### config.mk
export PLATFORM = sky130hd
export DESIGN_NAME = decode_stage_rv
export DESIGN_NICKNAME = d
export VERILOG_FILES = /design/src/rtl/decode_stage_rv.sv
export SDC_FILE = /design/constraint.sdc
export NUM_CORES = 2
export LEC_CHECK = 0
export CORE_UTILIZATION = 25
export CTS_CLUSTER_DIAMETER = 120
export DETAILED_ROUTE_END_ITERATION = 12
export RECOVER_POWER = 50
export SLEW_MARGIN = 10
export SYNTH_ARGS = -nofsm -noshare
export SYNTH_HDL_FRONTEND = slang
export SYNTH_SLANG_ARGS = --single-unit
### constraint.sdc
create_clock -name clk -period 3.7 [get_ports clk]
set_input_delay 0.74 -clock clk [delete_from_list [all_inputs] [get_ports clk]]
set_output_delay 0.74 -clock clk [all_outputs]
set_load 0.01 [all_outputs]
### src/rtl/decode_stage_rv.sv
// Decode stage: IF/ID register, RV32I/RV32E decoder, register file with WB bypass, sticky illegal flag, decode counter.
// Outputs are combinational one edge after fetch acceptance; StallD holds the slot, FlushD inserts a bubble.
module decode_stage_rv #(
  parameter int XLEN   = 32,
  parameter int NREG   = 32,
  parameter int BYPASS = 1,
  parameter int CNT_W  = 32
) (
  input  logic             clk,
  input  logic             rst_n,
  input  logic             StallD,
  input  logic             FlushD,
  input  logic             ValidF,
  input  logic [31:0]      InstrF,
  input  logic [XLEN-1:0]  PCF,
  input  logic [XLEN-1:0]  PCPlus4F,
  input  logic             RegWriteW,
  input  logic [4:0]       RdW,
  input  logic [XLEN-1:0]  ResultW,
  output logic             ValidD,
  output logic             RegWriteD,
  output logic             MemWriteD,
  output logic             JumpD,
  output logic             BranchD,
  output logic             ALUSrcD,
  output logic [1:0]       ResultSrcD,
  output logic [1:0]       SrcASelD,
  output logic [3:0]       ALUControlD,
  output logic [2:0]       Funct3D,
  output logic [XLEN-1:0]  RD1D,
  output logic [XLEN-1:0]  RD2D,
  output logic [XLEN-1:0]  PCD,
  output logic [XLEN-1:0]  PCPlus4D,
  output logic [XLEN-1:0]  ExtImmD,
  output logic [4:0]       Rs1D,
  output logic [4:0]       Rs2D,
  output logic [4:0]       RdD,
  output logic             IllegalD,
  output logic             IllegalSeen,
  output logic [CNT_W-1:0] DecodeCount
);
  localparam int AW = $clog2(NREG);
  localparam logic [31:0] NOP = 32'h0000_0013;

  localparam logic [6:0] OPC_OP     = 7'b0110011;
  localparam logic [6:0] OPC_OPIMM  = 7'b0010011;
  localparam logic [6:0] OPC_LOAD   = 7'b0000011;
  localparam logic [6:0] OPC_STORE  = 7'b0100011;
  localparam logic [6:0] OPC_BRANCH = 7'b1100011;
  localparam logic [6:0] OPC_JAL    = 7'b1101111;
  localparam logic [6:0] OPC_JALR   = 7'b1100111;
  localparam logic [6:0] OPC_LUI    = 7'b0110111;
  localparam logic [6:0] OPC_AUIPC  = 7'b0010111;

  localparam logic [3:0] ALU_ADD = 4'd0, ALU_SUB = 4'd1, ALU_AND = 4'd2, ALU_OR  = 4'd3,
                         ALU_XOR = 4'd4, ALU_SLT = 4'd5, ALU_SLTU = 4'd6, ALU_SLL = 4'd7,
                         ALU_SRL = 4'd8, ALU_SRA = 4'd9;

  logic [31:0]      instr_q, instr_d;
  logic [XLEN-1:0]  pc_q, pc_d, pcp4_q, pcp4_d;
  logic             valid_q, valid_d;
  logic             seen_q, seen_d;
  logic [CNT_W-1:0] cnt_q, cnt_d;
  logic [XLEN-1:0]  rf_q [NREG];

  // IF/ID register: flush beats stall
  always_comb begin
    instr_d = instr_q;
    pc_d    = pc_q;
    pcp4_d  = pcp4_q;
    valid_d = valid_q;
    if (FlushD) begin
      instr_d = NOP;
      pc_d    = '0;
      pcp4_d  = '0;
      valid_d = 1'b0;
    end else if (!StallD) begin
      instr_d = InstrF;
      pc_d    = PCF;
      pcp4_d  = PCPlus4F;
      valid_d = ValidF;
    end
  end

  always_ff @(posedge clk or negedge rst_n) begin
    if (!rst_n) begin
      instr_q <= NOP;
      pc_q    <= '0;
      pcp4_q  <= '0;
      valid_q <= 1'b0;
      seen_q  <= 1'b0;
      cnt_q   <= '0;
    end else begin
      instr_q <= instr_d;
      pc_q    <= pc_d;
      pcp4_q  <= pcp4_d;
      valid_q <= valid_d;
      seen_q  <= seen_d;
      cnt_q   <= cnt_d;
    end
  end

  logic rf_we;
  assign rf_we = RegWriteW && (RdW != 5'd0) && ({27'd0, RdW} < NREG);

  always_ff @(posedge clk or negedge rst_n) begin
    if (!rst_n) begin
      for (int i = 0; i < NREG; i++) rf_q[i] <= '0;
    end else if (rf_we) begin
      rf_q[RdW[AW-1:0]] <= ResultW;
    end
  end

  logic [6:0] opc;
  logic [4:0] rd_f, rs1_f, rs2_f;
  logic [2:0] f3;
  logic [6:0] f7;
  assign opc   = instr_q[6:0];
  assign rd_f  = instr_q[11:7];
  assign f3    = instr_q[14:12];
  assign rs1_f = instr_q[19:15];
  assign rs2_f = instr_q[24:20];
  assign f7    = instr_q[31:25];

  logic       reg_write, mem_write, jump, branch, alu_src, bad_enc;
  logic       use_rs1, use_rs2, use_rd, alt;
  logic [1:0] result_src, srca_sel;
  logic [3:0] alu_ctrl, arith_ctrl;
  logic [31:0] imm;

  // OP/OP-IMM share the funct3 mapping; 'alt' selects SUB/SRA
  always_comb begin
    case (f3)
      3'd0:    arith_ctrl = alt ? ALU_SUB : ALU_ADD;
      3'd1:    arith_ctrl = ALU_SLL;
      3'd2:    arith_ctrl = ALU_SLT;
      3'd3:    arith_ctrl = ALU_SLTU;
      3'd4:    arith_ctrl = ALU_XOR;
      3'd5:    arith_ctrl = alt ? ALU_SRA : ALU_SRL;
      3'd6:    arith_ctrl = ALU_OR;
      default: arith_ctrl = ALU_AND;
    endcase
  end

  always_comb begin
    reg_write  = 1'b0;
    mem_write  = 1'b0;
    jump       = 1'b0;
    branch     = 1'b0;
    alu_src    = 1'b0;
    result_src = 2'b00;
    srca_sel   = 2'b00;
    alu_ctrl   = ALU_ADD;
    imm        = '0;
    use_rs1    = 1'b0;
    use_rs2    = 1'b0;
    use_rd     = 1'b0;
    alt        = 1'b0;
    bad_enc    = 1'b0;
    case (opc)
      OPC_OP: begin
        reg_write = 1'b1;
        {use_rs1, use_rs2, use_rd} = 3'b111;
        alt      = f7[5];
        alu_ctrl = arith_ctrl;
        bad_enc  = (f7 != 7'h00 && f7 != 7'h20) || (f7 == 7'h20 && f3 != 3'd0 && f3 != 3'd5);
      end
      OPC_OPIMM: begin
        reg_write = 1'b1;
        alu_src   = 1'b1;
        {use_rs1, use_rd} = 2'b11;
        alt      = (f3 == 3'd5) && f7[5];
        alu_ctrl = arith_ctrl;
        imm      = {{20{instr_q[31]}}, instr_q[31:20]};
        bad_enc  = (f3 == 3'd1 && f7 != 7'h00) || (f3 == 3'd5 && f7 != 7'h00 && f7 != 7'h20);
      end
      OPC_LOAD: begin
        reg_write  = 1'b1;
        alu_src    = 1'b1;
        result_src = 2'b01;
        {use_rs1, use_rd} = 2'b11;
        imm     = {{20{instr_q[31]}}, instr_q[31:20]};
        bad_enc = (f3 == 3'd3) || (f3 == 3'd6) || (f3 == 3'd7);
      end
      OPC_STORE: begin
        mem_write = 1'b1;
        alu_src   = 1'b1;
        {use_rs1, use_rs2} = 2'b11;
        imm     = {{20{instr_q[31]}}, instr_q[31:25], instr_q[11:7]};
        bad_enc = (f3 > 3'd2);
      end
      OPC_BRANCH: begin
        branch   = 1'b1;
        alu_ctrl = ALU_SUB;
        {use_rs1, use_rs2} = 2'b11;
        imm     = {{19{instr_q[31]}}, instr_q[31], instr_q[7], instr_q[30:25], instr_q[11:8], 1'b0};
        bad_enc = (f3 == 3'd2) || (f3 == 3'd3);
      end
      OPC_JAL: begin
        jump       = 1'b1;
        reg_write  = 1'b1;
        result_src = 2'b10;
        use_rd     = 1'b1;
        imm = {{11{instr_q[31]}}, instr_q[31], instr_q[19:12], instr_q[20], instr_q[30:21], 1'b0};
      end
      OPC_JALR: begin
        jump       = 1'b1;
        reg_write  = 1'b1;
        result_src = 2'b10;
        alu_src    = 1'b1;
        {use_rs1, use_rd} = 2'b11;
        imm     = {{20{instr_q[31]}}, instr_q[31:20]};
        bad_enc = (f3 != 3'd0);
      end
      OPC_LUI: begin
        reg_write = 1'b1;
        alu_src   = 1'b1;
        srca_sel  = 2'b10;
        use_rd    = 1'b1;
        imm       = {instr_q[31:12], 12'd0};
      end
      OPC_AUIPC: begin
        reg_write = 1'b1;
        alu_src   = 1'b1;
        srca_sel  = 2'b01;
        use_rd    = 1'b1;
        imm       = {instr_q[31:12], 12'd0};
      end
      default: bad_enc = 1'b1;
    endcase
  end

  logic bad_reg;
  assign bad_reg = (use_rs1 && ({27'd0, rs1_f} >= NREG)) ||
                   (use_rs2 && ({27'd0, rs2_f} >= NREG)) ||
                   (use_rd  && ({27'd0, rd_f}  >= NREG));

  assign IllegalD = valid_q && (bad_enc || bad_reg);
  assign ValidD   = valid_q && !IllegalD;

  assign Rs1D = use_rs1 ? rs1_f : 5'd0;
  assign Rs2D = use_rs2 ? rs2_f : 5'd0;
  assign RdD  = use_rd  ? rd_f  : 5'd0;

  // Out-of-range indices read zero; a same-cycle WB write overrides the array when bypass is on
  always_comb begin
    RD1D = '0;
    RD2D = '0;
    if (Rs1D != 5'd0 && {27'd0, Rs1D} < NREG) RD1D = rf_q[Rs1D[AW-1:0]];
    if (Rs2D != 5'd0 && {27'd0, Rs2D} < NREG) RD2D = rf_q[Rs2D[AW-1:0]];
    if (BYPASS != 0 && rf_we && RdW == Rs1D) RD1D = ResultW;
    if (BYPASS != 0 && rf_we && RdW == Rs2D) RD2D = ResultW;
  end

  assign RegWriteD   = reg_write & ValidD;
  assign MemWriteD   = mem_write & ValidD;
  assign JumpD       = jump      & ValidD;
  assign BranchD     = branch    & ValidD;
  assign ALUSrcD     = alu_src   & ValidD;
  assign ResultSrcD  = result_src & {2{ValidD}};
  assign SrcASelD    = srca_sel   & {2{ValidD}};
  assign ALUControlD = alu_ctrl   & {4{ValidD}};
  assign Funct3D     = f3;
  assign ExtImmD     = imm[XLEN-1:0];
  assign PCD         = pc_q;
  assign PCPlus4D    = pcp4_q;

  assign seen_d = seen_q | IllegalD;
  assign cnt_d  = (ValidD && !StallD) ? cnt_q + {{(CNT_W-1){1'b0}}, 1'b1} : cnt_q;

  assign IllegalSeen = seen_q;
  assign DecodeCount = cnt_q;
endmodule
==> run_results.csv <==
group,metric,value,unit
setup_path,crit_start,"instr_q[1]",
global_route,grt.overflow.total,0,
setup_path,cp.required,2960,ps
placement,place_hpwl,185000,um
detailed_routing,drtAntennaViolNets,0,
power,p_comb_share,21.9,%
floorplanning,start_util,25.1,%
job,cap_violations,2,
cts,clk_latency,760,ps
sta,hold_viol,0,
run_status,status,"finished, violations left",
cts,cts.sinks,1154,
logic_synthesis,yosysMostFrequentCell,"dfrtp_1",
run_status,violations,"capacitance limit, slew limit, setup timing",
power,seq_power_share,44.0,%
detailed_routing,dr.pass1.iters,6,
layout,fillCellCount,24100,
sta,slew_headroom,-47.5,%
sta,setup_ws,-1110,ps
cts,cts_buffer_depth,3,
floorplanning,ios,365,
logic_synthesis,async_reset_ff_share,100,%
logic_synthesis,yosysTopAreaCell,"dfrtp_1",
hold_path,hold_path_class,"input port to register",
setup_path,crit_fanout,5,
detailed_routing,routed_via_density,5.63,
global_route,grt_usage,22.3,%
global_route,grt_start_max_net_pins,124,
logic_synthesis,ys.flop_type,"dfrtp_1",
layout,syn_to_final_growth,43.1,%
logic_synthesis,synth_area_per_cell,10.3,sq um
power,powerDensity,421,nW/um^2
placement,place_congestion,0.945,
setup_path,r2r-end,"DecodeCount[1]",
placement,dp.cells,9948,
detailed_routing,vias,59200,
power,p_sw,11.6,mW
setup_path,end_kind,"output port",
global_route,grt_pass1_vias,58200,
logic_synthesis,synthTopCellsByCount,"1151 x dfrtp_1, 1001 x mux2_2, 917 x nand2_1",
layout,finalInstanceArea,90300,sq um
cts,cts_tree,"yes",
placement,io_buffers,364,
global_route,antenna_found_initial,17,
floorplanning,coreArea,251000,sq um
power,switching_share,30.6,%
floorplanning,die_w,505,um
logic_synthesis,synth_enable_flop_cells,0,
hold_path,hold_path.startpoint,"StallD",
detailed_routing,wl,300000,um
setup_path,path_class,"register to output port",
layout,final_util,36.0,%
power,p_int,26.4,mW
sta,setup_viol,117,
setup_path,arrival,4070,ps
power,p_total,38.1,mW
logic_synthesis,synth.top_cell.area_share,45.6,%
sta,tightest_slew,2210,ps
logic_synthesis,synth-seq-cells,1154,
setup_path,r2r_slack,550,ps
floorplanning,die_h,505,um
power,p_clk_share,34.1,%
cts,cts.reportedPaths.clkPinSlew,60,ps
sta,post-route-min-period,4810,ps
detailed_routing,drt_iter0_markers,7520,
layout,fin_nets,7186,
sta,period_share,130,%
detailed_routing,drc,0,
cts,cts_buffers,119,
sta,timing.setup.tns,-69990,ps
detailed_routing,wire_per_inst,28.5,um
logic_synthesis,synth_nets,6279,
power,power_leakage,37.5,nW
layout,drive_gt1_share,43.8,%
global_route,grt_pass1_wl,421000,um
placement,placed_cell_area,76500,sq um
sta,slew_viol_final,149,
logic_synthesis,synth-seq-area-share,45.7,%
power,irDropWorstVdd,0.423,mV
setup_path,reg2reg_depth,18,
sta,fmax,208,MHz
logic_synthesis,ys_warn_count,0,
cts,clockRootBuffer,"clkbuf_16",
logic_synthesis,synthTopCellsByArea,"dfrtp_1 46%, mux2_2 18%, nand2_1 5.5%",
sta,holdWs,351,ps
hold_path,hold_path_end,"instr_q[8]",
layout,instances_no_fill,10500,
placement,place_ws,-1250,ps
cts,htree_levels,3,
logic_synthesis,synth.cell_area,63100,sq um
setup_path,crit_path_start_kind,"register",
sta,skew,45.3,ps
sta,rsz0062_at_grt,"yes",
logic_synthesis,synth_cell_types,76,
floorplanning,dieArea,255000,sq um
hold_path,min_path_cells,3,
setup_path,r2r-start,"instr_q[1]",
logic_synthesis,syn_inst,6139,
floorplanning,placementRows,184,
## state kept, by name, summed over array words and instances (netlist names)
register	flops
instr_q	32
valid_q	1
PCD	32
IllegalSeen	1
DecodeCount	32
PCPlus4D	32
rf_q	1024
## placed cells by master, fill, tap and decap left out, drive strengths merged, types with 9 or more instances in the layout
cell type,count
diode,13
a211o,34
nand2,918
and3,12
nor3,80
dfrtp,1151
and2,9
nor2b,250
o21ai,66
a311o,58
mux2,1001
a21oi,332
a221o,40
bufinv,9
a2111oi,14
a31oi,79
inv,28
xor2,30
nand3,42
nor2,189
mux2i,287
buf,1148
clkinv,35
bufbuf,9
clkdlybuf4s50,236
a221oi,86
a21o,22
clkbuf,214
nor4,112
a22o,26
a211oi,409
o22ai,13
a311oi,89
o32ai,14
## worst max-delay path, stage by stage, from the launching register on
cell	delay (ps)
dfstp_2	530
nor4bb_4	300
buf_4	170
buf_6	100
nand4_1	130
buf_6	200
buf_16	160
buf_12	140
buf_12	140
buf_4	140
a211oi_2	160
a31oi_2	80
a22o_1	270
nor4_4	450
a31oi_4	200
buf_6	170
## power groups by stage
stage / clock network (mW) / registers (mW) / logic [mW]
after detailed placement: 0 / 16.7 / 7.03
after global placement: 0 / 16.5 / 6.87
final: 13.0 / 16.7 / 8.34
after CTS: 13.1 / 16.5 / 7.78
after floorplan: 0 / 16.2 / 4.45
after global routing: 13.6 / 17.0 / 8.83
## routing by layer
layer | wire length, um | share of wire, % | vias up | GRT usage (%)
met5 | 33 | 0.011 | - | 0
met4 | 25300 | 8.4 | 4 | 15.6
met3 | 29500 | 9.8 | 1127 | 4.74
met2 | 132000 | 44 | 3717 | 34.2
met1 | 113000 | 38 | 30100 | 27.8
li1 | - | - | 24200 | -
## area by class of cell
class | count | area [sq um] | share of cell area, %
Antenna cell | 13 | 32.5 | 0.0360
Clock buffer | 169 | 3560 | 3.94
Clock inverter | 51 | 603 | 0.668
Inverter | 29 | 171 | 0.190
Multi-Input combinational cell | 4297 | 36400 | 40.3
Sequential cell | 1154 | 28900 | 32.0
Tap cell | 3348 | 4190 | 4.64
Timing Repair Buffer | 1445 | 16500 | 18.2
## how the worst max path moves through the flow
stage | to | slack, ps | depth (start not counted)
final | RD2D[13] | -1110 | 15
after detailed placement | RD2D[12] | -1250 | 12
after global placement | RD2D[12] | -1370 | 12
after floorplan | RD1D[29] | 330 | 10
after global routing | RD2D[18] | -1170 | 17
after CTS | RD2D[27] | -1040 | 16
## kinds of logic (layout without fill, tap and decap cells)
family	Yosys count	after routing	synth area share (%)
and+or+nand+nor	1649	1649	11.9
AOI/OAI and AO/OA	1317	1317	15.0
muxes	1293	1293	22.6
DFF	1154	1154	45.7
buffers and inverters	688	1694	4.31
xor gates and xnor gates	37	37	0.513
adders and majority gates	1	1	0.0198
other	0	13	0
## repair_timing
item,CTS,global route
pin swaps,250,254
hold buffers,1,0
setup endpoints to repair,123,120
setup buffers,174,132
gates cloned,46,19
gates resized for setup,1173,595
endpoints found under the hold margin,34,0
(Power assumes the default switching activity.)
